### config.mk
export PLATFORM = sky130hd
export DESIGN_NAME = fp_adder_driver
export DESIGN_NICKNAME = d
export VERILOG_FILES = /design/src/rtl/fp_stream_pkg.sv /design/src/rtl/sync_fifo.sv /design/src/rtl/fp_adder_driver.sv
export SDC_FILE = /design/constraint.sdc
export NUM_CORES = 1
export LEC_CHECK = 0
export CAP_MARGIN = 40
export CORE_MARGIN = 3
export CORE_UTILIZATION = 40
export CTS_CLUSTER_SIZE = 14
export DETAILED_ROUTE_END_ITERATION = 12
export SYNTH_ARGS = -nofsm -noshare
export SYNTH_HDL_FRONTEND = slang
export SYNTH_HIERARCHICAL = 1
export SYNTH_SLANG_ARGS = --single-unit
### constraint.sdc
create_clock -name i_clk -period 14.2 [get_ports i_clk]
set_input_delay 2.84 -clock i_clk [delete_from_list [all_inputs] [get_ports i_clk]]
set_output_delay 2.84 -clock i_clk [all_outputs]
set_load 0.02 [all_outputs]
### src/rtl/fp_stream_pkg.sv
// Shared types and defaults for the floating-point adder stream driver.
package fp_stream_pkg;

   localparam int DATA_W_DEF    = 32;
   localparam int RES_DEPTH_DEF = 8;

   typedef struct packed {
      logic [DATA_W_DEF-1:0] a;
      logic [DATA_W_DEF-1:0] b;
   } op_pair_t;

   typedef logic [$clog2(RES_DEPTH_DEF):0] inflight_t;

endpackage

### src/rtl/sync_fifo.sv
// Generic synchronous FIFO with wrap-bit pointers; used for operand pairs and results.
module sync_fifo #(
   parameter int WIDTH = 32,
   parameter int DEPTH = 4
) (
   input  logic                     clk_i,
   input  logic                     rst_ni,
   input  logic                     push_i,
   input  logic                     pop_i,
   input  logic [WIDTH-1:0]         data_i,
   output logic [WIDTH-1:0]         data_o,
   output logic                     full_o,
   output logic                     empty_o,
   output logic [$clog2(DEPTH):0]   count_o
);

   localparam int AW = $clog2(DEPTH);

   logic [WIDTH-1:0] mem_q [DEPTH];
   logic [AW:0]      wr_ptr_q, wr_ptr_d;
   logic [AW:0]      rd_ptr_q, rd_ptr_d;
   logic             do_push, do_pop;

   // The extra top pointer bit tells a full FIFO from an empty one after wrap.
   assign empty_o = (wr_ptr_q == rd_ptr_q);
   assign full_o  = (wr_ptr_q[AW] != rd_ptr_q[AW]) &&
                    (wr_ptr_q[AW-1:0] == rd_ptr_q[AW-1:0]);
   assign count_o = wr_ptr_q - rd_ptr_q;
   assign data_o  = mem_q[rd_ptr_q[AW-1:0]];

   assign do_push = push_i && !full_o;
   assign do_pop  = pop_i && !empty_o;

   always_comb begin
      wr_ptr_d = wr_ptr_q;
      rd_ptr_d = rd_ptr_q;
      if (do_push) wr_ptr_d = wr_ptr_q + (AW+1)'(1);
      if (do_pop)  rd_ptr_d = rd_ptr_q + (AW+1)'(1);
   end

   always_ff @(posedge clk_i or negedge rst_ni) begin
      if (!rst_ni) begin
         wr_ptr_q <= '0;
         rd_ptr_q <= '0;
      end else begin
         wr_ptr_q <= wr_ptr_d;
         rd_ptr_q <= rd_ptr_d;
      end
   end

   always_ff @(posedge clk_i) begin
      if (do_push) mem_q[wr_ptr_q[AW-1:0]] <= data_i;
   end

endmodule

### src/rtl/fp_adder_driver.sv
// Feeds buffered operand pairs to an adder over two AXI-stream channels and
// collects its results, issuing only when the result buffer has a slot reserved.
module fp_adder_driver
   import fp_stream_pkg::*;
#(
   parameter int DATA_W    = DATA_W_DEF,
   parameter int OP_DEPTH  = 4,
   parameter int RES_DEPTH = RES_DEPTH_DEF
) (
   input  logic                        i_clk,
   input  logic                        aresetn,
   input  logic                        op_valid,
   output logic                        op_ready,
   input  logic [DATA_W-1:0]           op_a,
   input  logic [DATA_W-1:0]           op_b,
   output logic                        m_axis_a_tvalid,
   input  logic                        m_axis_a_tready,
   output logic [DATA_W-1:0]           m_axis_a_tdata,
   output logic                        m_axis_b_tvalid,
   input  logic                        m_axis_b_tready,
   output logic [DATA_W-1:0]           m_axis_b_tdata,
   input  logic                        s_axis_result_tvalid,
   output logic                        s_axis_result_tready,
   input  logic [DATA_W-1:0]           s_axis_result_tdata,
   output logic                        res_valid,
   input  logic                        res_ready,
   output logic [DATA_W-1:0]           res_data,
   output logic [$clog2(RES_DEPTH):0]  inflight,
   output logic                        idle,
   output logic                        err_unexpected
);

   localparam int CW  = $clog2(RES_DEPTH) + 1;
   localparam int OCW = $clog2(OP_DEPTH) + 1;

   // Handshake rule on every port: a transfer happens on the rising edge where
   // valid and ready are both high; a raised valid holds, with stable data,
   // until that transfer.

   logic                  op_full, op_empty, op_push, op_pop;
   logic [2*DATA_W-1:0]   op_head;
   logic [OCW-1:0]        op_count;
   logic                  res_full, res_empty, res_push, res_pop;
   logic [CW-1:0]         res_count;

   logic                  a_sent_q, a_sent_d;
   logic                  b_sent_q, b_sent_d;
   logic [CW-1:0]         inflight_q, inflight_d;
   logic                  err_q, err_d;

   logic [CW:0]           credit_used;
   logic                  credit_ok, start_ok;
   logic                  a_hs, b_hs, pair_done, unexpected;

   sync_fifo #(
      .WIDTH (2*DATA_W),
      .DEPTH (OP_DEPTH)
   ) u_op_fifo (
      .clk_i   (i_clk),
      .rst_ni  (aresetn),
      .push_i  (op_push),
      .pop_i   (op_pop),
      .data_i  ({op_a, op_b}),
      .data_o  (op_head),
      .full_o  (op_full),
      .empty_o (op_empty),
      .count_o (op_count)
   );

   sync_fifo #(
      .WIDTH (DATA_W),
      .DEPTH (RES_DEPTH)
   ) u_res_fifo (
      .clk_i   (i_clk),
      .rst_ni  (aresetn),
      .push_i  (res_push),
      .pop_i   (res_pop),
      .data_i  (s_axis_result_tdata),
      .data_o  (res_data),
      .full_o  (res_full),
      .empty_o (res_empty),
      .count_o (res_count)
   );

   assign op_ready = aresetn && !op_full;
   assign op_push  = op_valid && op_ready;

   // A new pair may start only if its result already has a reserved slot;
   // a half-sent pair is always allowed to finish.
   assign credit_used = {1'b0, inflight_q} + {1'b0, res_count};
   assign credit_ok   = credit_used < (CW+1)'(RES_DEPTH);
   assign start_ok    = a_sent_q || b_sent_q || credit_ok;

   assign m_axis_a_tvalid = !op_empty && !a_sent_q && start_ok;
   assign m_axis_b_tvalid = !op_empty && !b_sent_q && start_ok;
   assign m_axis_a_tdata  = op_head[2*DATA_W-1:DATA_W];
   assign m_axis_b_tdata  = op_head[DATA_W-1:0];

   assign a_hs      = m_axis_a_tvalid && m_axis_a_tready;
   assign b_hs      = m_axis_b_tvalid && m_axis_b_tready;
   assign pair_done = !op_empty && (a_sent_q || a_hs) && (b_sent_q || b_hs);
   assign op_pop    = pair_done;

   assign s_axis_result_tready = aresetn && !res_full;
   assign res_push   = s_axis_result_tvalid && s_axis_result_tready;
   assign unexpected = res_push && (inflight_q == '0);
   assign res_valid  = !res_empty;
   assign res_pop    = res_valid && res_ready;

   always_comb begin
      a_sent_d   = a_sent_q;
      b_sent_d   = b_sent_q;
      inflight_d = inflight_q;
      err_d      = err_q || unexpected;
      if (pair_done) begin
         a_sent_d = 1'b0;
         b_sent_d = 1'b0;
      end else begin
         a_sent_d = a_sent_q || a_hs;
         b_sent_d = b_sent_q || b_hs;
      end
      // A result with nothing outstanding is stored but not counted.
      case ({pair_done, res_push && !unexpected})
         2'b10:   inflight_d = inflight_q + CW'(1);
         2'b01:   inflight_d = inflight_q - CW'(1);
         default: inflight_d = inflight_q;
      endcase
   end

   always_ff @(posedge i_clk or negedge aresetn) begin
      if (!aresetn) begin
         a_sent_q   <= 1'b0;
         b_sent_q   <= 1'b0;
         inflight_q <= '0;
         err_q      <= 1'b0;
      end else begin
         a_sent_q   <= a_sent_d;
         b_sent_q   <= b_sent_d;
         inflight_q <= inflight_d;
         err_q      <= err_d;
      end
   end

   assign inflight       = inflight_q;
   assign err_unexpected = err_q;
   assign idle           = (op_count == '0) && res_empty && (inflight_q == '0);

endmodule

==> impl_results.md, run 1 <==
- Area leader, netlist: edfxtp_1
- Min-delay src: err_unexpected
- MaxCap Viol Count: 0
- Total grt overflow: 0
- Average footprint of a synthesized cell: 21.8 um^2
- Area Growth Syn to Fin: 22.5%
- Critical R2R Capture: inflight[3]
- Core Area: 0.0504 mm^2
- Syn Inst Count: 940
- Final Wtd Congestion: 0.697
- I/O pins: 210
- DR pass1 iterations: 4
- CP arrival: 4690 ps
- Yosys top cell area share: 75.1%
- IO Port Bufs: 209
- R2r startpoint: u_res_fifo/rd_ptr_q[2]
- Multi-input logic area: 0.00427 mm^2
- Main synth FF type: edfxtp_1
- Hold EP: err_unexpected
- Nets: 1,316
- Syn_nets: 1,064
- Die Wd: 232 um
- RSZ-0062 raised after global routing: no
- # DRC: 0
- Post-synthesis register bit count: 533
- Sequential area share after synthesis: 77.7%
- Wl on met1: 18.1 mm
- Pleak: 8.22 nW
- Fin Clk Skew: 15.3 ps
- Crit path time final: 7530 ps
- DRT antenna net count: 0
- R2R Setup Slk: 10,080 ps
- Fill cells: 4,108
- Largest net degree at the start of global routing: 56
- Crit Path Class: in2out
- Hpwl dp: 23.6 mm
- Final hold violations: 0
- Drt wl/cell: 21.3 um
- Detailed Route Iter0 Violations: 538
- CTS H-tree lvls: 2
- Root Buffer: clkbuf_16
- Met3 Routed Length: 2.19 mm
- CP required: 11,360 ps
- # clock sinks: 533
- Resized cells post-CTS: 0
- Yosys cell types: 45
- First-pass GRT wire length: 62.3 mm
- Vias per cell: 5.09
- Worst skew pair latency: 600 ps
- Min-delay worst type: reg2reg
- Util after Layout: 49.7%
- Hold_buf cts: 0
- Initial antenna violation count: 3
- Routed wire length: 40.7 mm
- Max clock buf depth: 3
- CTS tree: built
- FFs w/ async S/R, synth: 3.94%
- Synth area leaders: edfxtp_1, mux4_2, dfrtp_1
- EDFF count, synth: 512
- Startpoint types: input pin
- Register cell area after layout: 0.0159 mm^2
- Routed vias: 9,701
- Total negative slack: 0 ps
- Die height: 232 um
- PwrDens: 208 mW/mm^2
- R2R cell count: 14
- Clock transition at the registers of the reported paths: 60 ps
- Slew headroom: 43.4%
- Worst setup EP type: output port
- Worst-path fanout max: 12
- VDD IR max: 0.134 mV
- Gr usage total: 15.2%
- FP Rows: 82
- Vias in the first global route: 10,356
- Max Fclk: 133 MHz
- Worst-margin pin slew: 849 ps
- Setup Buffers After CTS: 0
- Initial core utilization: 40.6%
- Run status: completed
- CTS buffer count: 54
- WHS Path Cells: 1
- Die Area: 0.0539 mm^2
- Final period util: 53.0%
- Share of layout cells above drive strength 1: 20.4%
- Cell Area, Synth: 0.0205 mm^2
- Highest metal used: met5
- Synth warn: 6
- Final setup fails: 0
- Max-slew violations: 0
- WL met2: 19.7 mm
-- report_power, final --
part | switching [mW] | leakage [nW] | internal, mW
logic | 0.969 | 2.57 | 0.900
clock network | 0.576 | 0.769 | 0.701
registers | 0.130 | 4.88 | 1.93
-- layout by cell type, fill, tap and decap left out, drive strengths merged, types with 4 or more instances in the layout --
master           n
xnor2           10
o21ai           10
nor2b            4
clkinvlp         4
xor2             6
diode            4
nor3             5
nand3            5
clkbuf          66
nor2            12
inv             25
mux4           128
edfxtp         512
and3             4
ha              18
buf             23
clkinv          25
nand2          106
mux2             6
dfrtp           21
clkdlybuf4s50  209
-- worst max path at each step --
stage            start                     end  slack, ps  depth (start not counted)
2_1_floorplan  aresetn  u_res_fifo/mem_q[0][0]       7030                          4
3_3_place_gp   aresetn                op_ready       6430                          3
3_5_place_dp   aresetn                op_ready       6600                          4
4_1_cts        aresetn                op_ready       6610                          4
5_1_grt        aresetn                op_ready       6480                          4
6_report       aresetn                op_ready       6670                          4
-- registers in the layout, summed over array words and instances (netlist names) --
signal               flops
a_sent_q                 1
u_res_fifo/rd_ptr_q      4
u_res_fifo/wr_ptr_q      4
u_op_fifo/mem_q        256
u_op_fifo/wr_ptr_q       3
u_res_fifo/mem_q       256
u_op_fifo/rd_ptr_q       3
b_sent_q                 1
inflight                 4
err_unexpected           1
-- cell type report --
type	instances	share of cell area [%]
clock buffer	66	5.57
antenna	4	0.0399
clock inverter	29	0.774
multi-input combinational	346	17.0
sequential	533	63.5
tap	672	3.35
timing repair buffer	232	9.36
inverter	25	0.374
-- logic make-up (layout without fill, tap and decap cells) --
| kind of cell | count (synthesis) | count (layout) | share of synthesized area (%) |
|---|---|---|---|
| xor gates and xnor gates | 16 | 16 | 0.722 |
| other | 0 | 4 | 0 |
| muxes | 136 | 136 | 14.6 |
| adders and majority gates | 21 | 21 | 1.39 |
| AOI/OAI and AO/OA | 26 | 26 | 0.887 |
| and+or+nand+nor | 147 | 147 | 3.07 |
| buffers and inverters | 61 | 352 | 1.66 |
| DFF | 533 | 533 | 77.7 |
-- critical path: stages --
cell	delay [ps]
clkdlybuf4s50_1	840
buf_8	220
nor2b_1	160
clkdlybuf4s50_1	620
-- Yosys cell counts (6+ instances only) --
master	number
clkbuf_1	7
buf_2	10
mux4_2	128
nand2_1	106
buf_6	12
xnor2_1	10
o21ai_0	6
inv_1	24
dfrtp_1	21
nor2_1	11
ha_1	18
edfxtp_1	512
-- stage by stage --
stage	instance area [um^2]	power [mW]	std cells	hold slack, ps	worst slack, ps
after floorplan	20500	3.27	940	497	7030
after global placement	23300	3.97	1803	446	6430
after detailed placement	23500	4.00	1808	450	6600
after CTS	25100	5.30	1903	465	6610
after global routing	25100	5.48	1903	474	6480
final	25100	5.20	1907	460	6670
-- metal layers --
layer | vias to the layer above | track usage (%)
met2 | 222 | 24.7
li1 | 4332 | -
met4 | 4 | 3.99
met3 | 59 | 3.45
met5 | - | 0
met1 | 5084 | 20.9
(Power assumes the default switching activity.)
==> run 2: changes to the inputs <==
clock period = 7.41 ns   (was 14.2 ns; I/O delays follow)
==> run 2 against run 1 <==
  * Clock skew grew 8.3 ps
  * Utilization grew 0.25 points
  * Wire length shrank 0.91%
  * Cell count grew 0.42%
  * Sequential cell count is the same
  * Critical path type is now reg2out
  * Die area is the same
  * Register-to-register slack lost 6800 ps
  * Largest cell class unchanged
==> impl_results.md, run 2 (synthesis gave the netlist of run 1 again) <==
- Run status: completed (unchanged)
- Root Buffer: clkbuf_16 (unchanged)
- Area Growth Syn to Fin: 23.1% (was 22.5%)
- CP required: 5930 ps (was 11,360 ps)
- Final Wtd Congestion: 0.687 (was 0.697)
- Clock transition at the registers of the reported paths: 60 ps (about the same)
- Commonest non-fill, non-tap cell in the layout: edfxtp_1 (unchanged)
- Placed cell count: 1,807 (was 1,808)
- Crit path time final: 5260 ps
- Crit path launch: u_res_fifo/rd_ptr_q[0] (was aresetn)
- Die Area: 0.0539 mm^2 (unchanged)
- Fin Clk Skew: 23.6 ps (was 15.3 ps)
- # DRC: 0 (unchanged)
- Total grt overflow: 0 (unchanged)
- R2r startpoint: u_res_fifo/rd_ptr_q[0] (was u_res_fifo/rd_ptr_q[2])
- Min-delay worst type: reg2reg (unchanged)
- Max-slew violations: 0 (unchanged)
- DRT antenna net count: 0 (unchanged)
- Core Area: 0.0504 mm^2 (unchanged)
- Crit path cell chain: ha_1, inv_1, a21o_1, a21oi_1, xnor2_1, ha_1, nor3_1, o21ai_1, a211oi_1, clkdlybuf4s50_1 (was clkdlybuf4s50_1, buf_8, nor2b_1, clkdlybuf4s50_1)
- Vias in the first global route: 10,062 (was 10,356)
- Combinational power share: 35.1% (was 35.9%)
- Worst-path fanout max: 34 (was 12)
- CP top delay family: flip-flops (was buffers and inverters)
- Buffers and inverters on the worst path: 2 (was 3)
- Crit Path Class: reg2out (was in2out)
- Commonest cells after routing, fill and taps aside: edfxtp_1, clkdlybuf4s50_1, mux4_2, nand2_1, clkbuf_16 (unchanged)
- Final worst setup slack: 2150 ps (was 6670 ps)
- Die height: 232 um (unchanged)
- PwrDens: 403 mW/mm^2 (was 208 mW/mm^2)
- Min-delay src: err_unexpected (unchanged)
- Worst skew pair latency: 590 ps (was 600 ps)
- Gr usage total: 15.1% (was 15.2%)
- WHS Path Cells: 1 (unchanged)
- NetSw: 3.19 mW (was 1.67 mW)
- Final period util: 71.0%
- Vias per cell: 5.04 (was 5.09)
- First-pass GRT wire length: 61.7 mm (was 62.3 mm)
- R2R Setup Slk: 3240 ps (was 10,080 ps)
- Final hold violations: 0 (unchanged)
- Largest net degree at the start of global routing: 40 (was 56)
- Sequential fraction of design power: 38.9% (was 39.5%)
- Switching share of power: 31.4% (was 32.2%)
- Startpoint types: register (was input pin)
- Total Power: 10.2 mW (was 5.20 mW)
- Setup Buffers After CTS: 0 (unchanged)
- Clock share of power: 26.0% (was 24.5%)
- Worst setup EP type: output port (unchanged)
- Worst-margin pin slew: 749 ps (was 849 ps)
- Hpwl dp: 23.2 mm (was 23.6 mm)
- CTS tree: built (unchanged)
- Finished Cell Area: 0.0252 mm^2 (was 0.0251 mm^2)
- R2R cell count: 14 (unchanged)
- Initial antenna violation count: 6 (was 3)
- FP Rows: 82 (unchanged)
- Pint: 6.97 mW (was 3.53 mW)
- DR pass1 iterations: 4 (unchanged)
- # clock sinks: 533 (unchanged)
- Slowest CP cell: dfrtp_4 (was clkdlybuf4s50_1)
- Max clock buf depth: 3 (unchanged)
- Final setup fails: 0 (unchanged)
- CTS H-tree lvls: 2 (unchanged)
- Area post-placement: 0.0234 mm^2 (was 0.0235 mm^2)
- Initial core utilization: 40.6% (unchanged)
- RSZ-0062 raised after global routing: no (unchanged)
- MaxCap Viol Count: 0 (unchanged)
- Detailed Route Iter0 Violations: 612 (was 538)
- Routed vias: 9,657 (was 9,701)
- Total negative slack: 0 ps (unchanged)
- IO Port Bufs: 209 (unchanged)
- WP depth: 10 (was 4)
- Layout Cells excl Fill: 1,915 (was 1,907)
- Resized cells post-CTS: 0 (unchanged)
- Slowest cell delay on critical path: 870 ps (was 840 ps)
- Slew headroom: 50.1% (was 43.4%)
- CTS buffer count: 55 (was 54)
- Max Fclk: 190 MHz
- I/O pins: 210 (unchanged)
- Die Wd: 232 um (unchanged)
- Pleak: 8.27 nW (was 8.22 nW)
- Top cell by count, worst path: ha_1 (was clkdlybuf4s50_1)
- VDD IR max: 0.303 mV (was 0.134 mV)
- Share of layout cells above drive strength 1: 20.1% (was 20.4%)
- Nets: 1,316 (unchanged)
- CP arrival: 3780 ps (was 4690 ps)
- Place WS: 2600 ps (was 6600 ps)
- Hold_buf cts: 0 (unchanged)
- Drt wl/cell: 21.1 um (was 21.3 um)
- Routed wire length: 40.3 mm (was 40.7 mm)
==> run 2: cell types whose count changed in the layout (fill, tap and decap cells not counted) <==
| cell | change |
|---|---|
| clkbuf_1 | +1 |
| buf_12 | +1 |
| clkinv_1 | +8 |
| buf_16 | -2 |
| clkinv_2 | -6 |
| clkbuf_16 | +2 |
| clkinv_8 | -1 |
| clkinv_16 | -1 |
| inv_6 | +1 |
| bufinv_16 | +5 |
| clkinvlp_4 | -1 |
| diode_2 | +1 |
==> run 2: final timing paths <==
| check | to |
|---|---|
| setup / recovery | m_axis_a_tvalid |
| hold / removal | err_unexpected |
| setup reg to reg | inflight[3] |
| hold reg to reg | err_unexpected |
| max in group asynchronous | u_op_fifo/rd_ptr_q[0] |
| min in group asynchronous | inflight[3] |
==> run 2: per-stage QoR <==
stage	utilization [%]	hold slack (ps)
floorplan	-	497
global placement	46.3	453
detailed placement	46.5	455
CTS	50.0	468
global route	50.0	512
finish	50.0	465
==> run 2: power by group through the flow <==
stage,logic (mW),clock network (mW),registers (mW)
floorplan,2.38,0,3.88
global placement,3.58,0,4.04
detailed placement,3.64,0,4.03
CTS,3.65,2.73,3.97
global route,3.85,2.85,4.01
finish,3.57,2.64,3.95
==> run 2: layer usage <==
metal	GRT usage, %	vias to the layer above	part of all wire, %
li1	-	4341	-
met1	20.4	5005	44
met2	24.1	234	47
met3	4.38	69	7.1
met4	3.76	8	1.9
met5	0	-	0.14
==> run 2: cell type report <==
| type | count | area (um^2) |
|---|---|---|
| clock buffers | 69 | 1450 |
| flip-flops and latches | 533 | 15900 |
| multi-input cells | 346 | 4270 |
| clock inverters | 34 | 299 |
| inverters | 25 | 93.8 |
| repair buffers | 231 | 2310 |
| diodes | 5 | 12.5 |
| well taps | 672 | 841 |
| fillers | 4066 | 25200 |
==> run 2: worst reg2reg max path: cells and delay by family (launching register included) <==
| family | cells | cell delay, ps |
|---|---|---|
| adders and majority gates | 4 | 1260 |
| AOI/OAI and AO/OA | 6 | 1020 |
| DFF | 1 | 870 |
| and+or+nand+nor | 2 | 720 |
| xor gates and xnor gates | 1 | 140 |
| buffers and inverters | 1 | 50 |
